[config.mk]
export PLATFORM = sky130hd
export DESIGN_NAME = lab00_inv_ctrl
export DESIGN_NICKNAME = d
export VERILOG_FILES = /design/src/rtl/lab00_inv_ctrl.sv
export SDC_FILE = /design/constraint.sdc
export NUM_CORES = 1
export LEC_CHECK = 0
export BUFFER_PORTS_ARGS = -buffer_cell sky130_fd_sc_hd__buf_2
export CORE_ASPECT_RATIO = 0.75
export CORE_UTILIZATION = 50
export DETAILED_ROUTE_END_ITERATION = 10
export PLACE_DENSITY = 0.77
export SETUP_SLACK_MARGIN = 0.1
export SLEW_MARGIN = 5
export SYNTH_ARGS = -nofsm -noshare
export SYNTH_HDL_FRONTEND = slang
export SYNTH_SLANG_ARGS = --single-unit
[constraint.sdc]
create_clock -name i_clk -period 2.4 [get_ports i_clk]
set_input_delay 0.6 -clock i_clk [delete_from_list [all_inputs] [get_ports i_clk]]
set_output_delay 0.6 -clock i_clk [all_outputs]
set_load 0.02 [all_outputs]
[src/rtl/lab00_inv_ctrl.sv]
// Clocked stimulus sequencer for the lab00 inverter: drives N timed toggles on o_x,
// checks i_y against ~o_x before each toggle and once after the last, reports the result.
module lab00_inv_ctrl #(
  parameter int unsigned HALF_PERIOD = 5,
  parameter int unsigned CNT_W       = 8,
  parameter int unsigned ERR_W       = 8
) (
  input  logic             i_clk,
  input  logic             i_rst_n,
  input  logic             i_start,
  input  logic [CNT_W-1:0] i_num_toggles,
  output logic             o_x,
  input  logic             i_y,
  output logic             o_busy,
  output logic             o_done,
  output logic [ERR_W-1:0] o_err_cnt,
  output logic             o_pass
);

  localparam int unsigned       TimerW      = (HALF_PERIOD > 1) ? $clog2(HALF_PERIOD) : 1;
  localparam logic [TimerW-1:0] TimerReload = TimerW'(HALF_PERIOD - 1);
  localparam logic [ERR_W-1:0]  ErrMax      = '1;

  typedef enum logic [1:0] {StIdle, StRun, StDone} state_e;

  state_e              state_q, state_d;
  logic                x_q, x_d;
  logic [CNT_W-1:0]    left_q, left_d;
  logic [TimerW-1:0]   timer_q, timer_d;
  logic [ERR_W-1:0]    err_q, err_d;
  logic                pass_q, pass_d;

  logic                mismatch;
  logic [ERR_W-1:0]    err_upd;

  always_comb begin
    // A good inverter returns ~x, so equality with x is a mismatch.
    mismatch = (i_y == x_q);
    err_upd  = (mismatch && (err_q != ErrMax)) ? err_q + ERR_W'(1) : err_q;

    state_d  = state_q;
    x_d      = x_q;
    left_d   = left_q;
    timer_d  = timer_q;
    err_d    = err_q;
    pass_d   = pass_q;

    unique case (state_q)
      StIdle: begin
        if (i_start) begin
          x_d    = 1'b0;
          err_d  = '0;
          left_d = i_num_toggles;
          // A zero-length run performs no checks and therefore cannot fail.
          pass_d = (i_num_toggles == '0);
          if (i_num_toggles != '0) begin
            timer_d = TimerReload;
            state_d = StRun;
          end else begin
            state_d = StDone;
          end
        end
      end
      StRun: begin
        if (timer_q != '0) begin
          timer_d = timer_q - TimerW'(1);
        end else begin
          err_d = err_upd;
          if (left_q != '0) begin
            x_d     = ~x_q;
            left_d  = left_q - CNT_W'(1);
            timer_d = TimerReload;
          end else begin
            pass_d  = (err_upd == '0);
            state_d = StDone;
          end
        end
      end
      StDone: begin
        state_d = StIdle;
      end
      default: begin
        state_d = StIdle;
      end
    endcase
  end

  always_ff @(posedge i_clk or negedge i_rst_n) begin
    if (!i_rst_n) begin
      state_q <= StIdle;
      x_q     <= 1'b0;
      left_q  <= '0;
      timer_q <= '0;
      err_q   <= '0;
      pass_q  <= 1'b0;
    end else begin
      state_q <= state_d;
      x_q     <= x_d;
      left_q  <= left_d;
      timer_q <= timer_d;
      err_q   <= err_d;
      pass_q  <= pass_d;
    end
  end

  assign o_x       = x_q;
  assign o_busy    = (state_q == StRun);
  assign o_done    = (state_q == StDone);
  assign o_err_cnt = err_q;
  assign o_pass    = pass_q;

endmodule
==> metrics.txt <==
post-synth cell types 40; Slowest cell on crit path dfrtp_1; Design Area, Final 1630 um2; area leader, netlist dfrtp_1; number of global-route vias before repair 1,102; sequential power share 37.7%; setup ws final 0.305 ns; H-Tree Depth 1; outcome finished clean; Mapped Nets 187; dominant cells by area after synthesis dfrtp_1, o21ai_0, a21oi_1; Hold Fails Final Rpt 0; most used flip-flop cell after synthesis dfrtp_1; CTS max path bufs 2; CTS tree done; clock sink count 23; Setup TNS Final 0 ns; share of the synthesized area in the top cell type 40.4%; Area Growth Syn to Fin 13.9%; peak supply drop 0.732 mV; Worst R2R Start o_err_cnt[0]; clk_skew 0.00123 ns; largest net degree at the start of global routing 24; DIE AREA 3070 um2; Clock Latency Late Sink 0.26 ns; PortBufs 23; Tightest Hold Check Type primary input to async pin; CP max stage delay 0.51 ns; Post-CTS Setup Inserts 0; global route total overflow 0; total track usage 23.8%; vias per std cell 5.95; Syn Inst Count 172; startpoint types register; WS Path Type register to output pin; Final Slew Violations 0; placed cells 227; Switching Share 45.1%; Top-Level Pins 24; clk slew on worst S/H paths 0.08 ns; Hold-fix buffers, CTS 0; cts bufs inserted 3; WL/cell 14.0 um; post-synth design cell area 1430 um2; DR DRC count 0; clock network fraction of total power 13.1%; Tmin final 2.10 ns; Leakage 0.711 nW; Slew HR 63.6%; RSZ-0062 raised after global routing no; Critical Path RT 1.80 ns; Gate power share 49.3%; crit path launch state_q[1]; clk root buf clkbuf_8; DR pass1 iterations 4; Worst EP arrival 1.50 ns; Initial DRC Count 97; Crit Path Max Fanout 10; placed cell area 1580 um2; die height 48.3 um; maximum clock frequency 477 MHz; Die X 63.7 um; first-pass GRT wire length 5.38 mm; fin cells 231; Initial Utilization 53.6%; Max-Cap Viols 0; Synth Register Bits 23; sequential-to-total area share from yosys stat 40.4%; Layout Nets 211; Setup crit end kind output pin; number of synthesized flops with an enable pin 0; routed vias 1,374; Placer Congestion 0.864; Antenna Nets Post-Route 0; Async SR Flop Fraction 100%; final WL 3.23 mm; CTS-repair resized insts 0; hpwl dp 2.49 mm; total net switching power 0.810 mW; pwr dens 1110 nW/um2; Least-Margin Pin Slew 0.543 ns; final worst path period share 87.3%; pre-CTS setup slack 0.347 ns; Antenna Diode Count 0; R2R Setup Slk 0.33 ns; setup violators final 0; Final Core Density 61.0%; antenna violations before repair 0; post-synthesis average cell area 8.29 um2; CP cell instances nand2b_1 > clkinv_1 > buf_2; internal power 0.987 mW; FP Rows 16; share of cells above drive strength 1 17.9%; total core area 2660 um2; YS warnings 0
[cell usage after synthesis (all sizes together) (2+ instances only)]
master and count:
nor3 10, xor2 3, nand2 16, clkbuf 4, a32o 2, nand2b 3
nor4 3, nor2b 4, nor2 16, o21ai 28, a21oi 16, and3 2
buf 3, a31oi 4, a22oi 2, a32oi 2, ha 3, dfrtp 23
a211oi 2, inv 6, nand3 5
[worst paths after layout]
path                            depth (start not counted)           end
worst min register to register                          2     left_q[7]
worst max-delay path                                    3        o_busy
min in group i_clk                                      2     left_q[7]
worst min-delay path                                    1  o_err_cnt[6]
max in group asynchronous                               1  o_err_cnt[1]
worst max register to register                          7        o_pass
[stage by stage]
step	hold WS (ns)	power, mW
after detailed placement	0.504	1.55
final	0.291	1.80
after global routing	0.332	1.98
after CTS	0.310	1.80
after floorplan	0.304	1.31
after global placement	0.496	1.51
[sequential cells by signal (all words and copies together) (netlist names)]
| register | count |
|---|---|
| left_q | 8 |
| state_q | 2 |
| o_pass | 1 |
| o_err_cnt | 8 |
| o_x | 1 |
| timer_q | 3 |
[routing by layer]
metal	global-route usage (%)	wire, um	vias to the layer above
li1	-	-	674
met1	35.9	1560	634
met2	34.9	1410	62
met5	0	0	-
met3	6.31	252	4
met4	4.09	17	0
[layout make-up]
cell class | instances | area [um2]
multi-input cells | 135 | 795
clock buffers | 3 | 41.3
repair buffers | 26 | 138
inverters | 7 | 26.3
flip-flops and latches | 23 | 576
clock inverters | 1 | 5.00
fillers | 244 | 1040
well taps | 36 | 45.0
[placed cells by master, fill, tap and decap left out, types with 3 or more instances in the layout]
cell type / n
o21ai_0: 28
nand2b_1: 3
nor2b_1: 4
dfrtp_1: 23
buf_4: 3
ha_1: 3
nand3_1: 5
nand2_1: 16
buf_2: 23
nor3_1: 8
clkbuf_8: 3
a31oi_1: 4
inv_1: 6
nor2_1: 16
a21oi_1: 16
[power groups by stage]
stage	Combinational [mW]	Clock, mW	Sequential [mW]
finish	0.885	0.235	0.677
floorplan	0.643	0	0.668
global route	1.02	0.261	0.705
global placement	0.839	0	0.668
detailed placement	0.873	0	0.680
CTS	0.880	0.242	0.674
[cells by family (layout without fill, tap and decap cells)]
logic type | count (synthesis) | count (layout) | share of synthesized area [%]
XOR/XNOR | 4 | 4 | 2.98
buffers and inverters | 14 | 37 | 3.95
adder cells (fa/ha/maj) | 3 | 3 | 2.63
AO/OA/AOI/OAI | 63 | 63 | 26.5
flip-flops | 23 | 23 | 40.4
AND/OR/NAND/NOR | 64 | 64 | 22.9
multiplexers | 1 | 1 | 0.702
[critical path, delay by kind of cell, from the launching register on]
family / cells / cell delay [ns]
flip-flops: 1 / 0.51
buffers and inverters: 2 / 0.49
AND/OR/NAND/NOR: 1 / 0.23
Note: power is estimated with default switching activity, not from simulation.
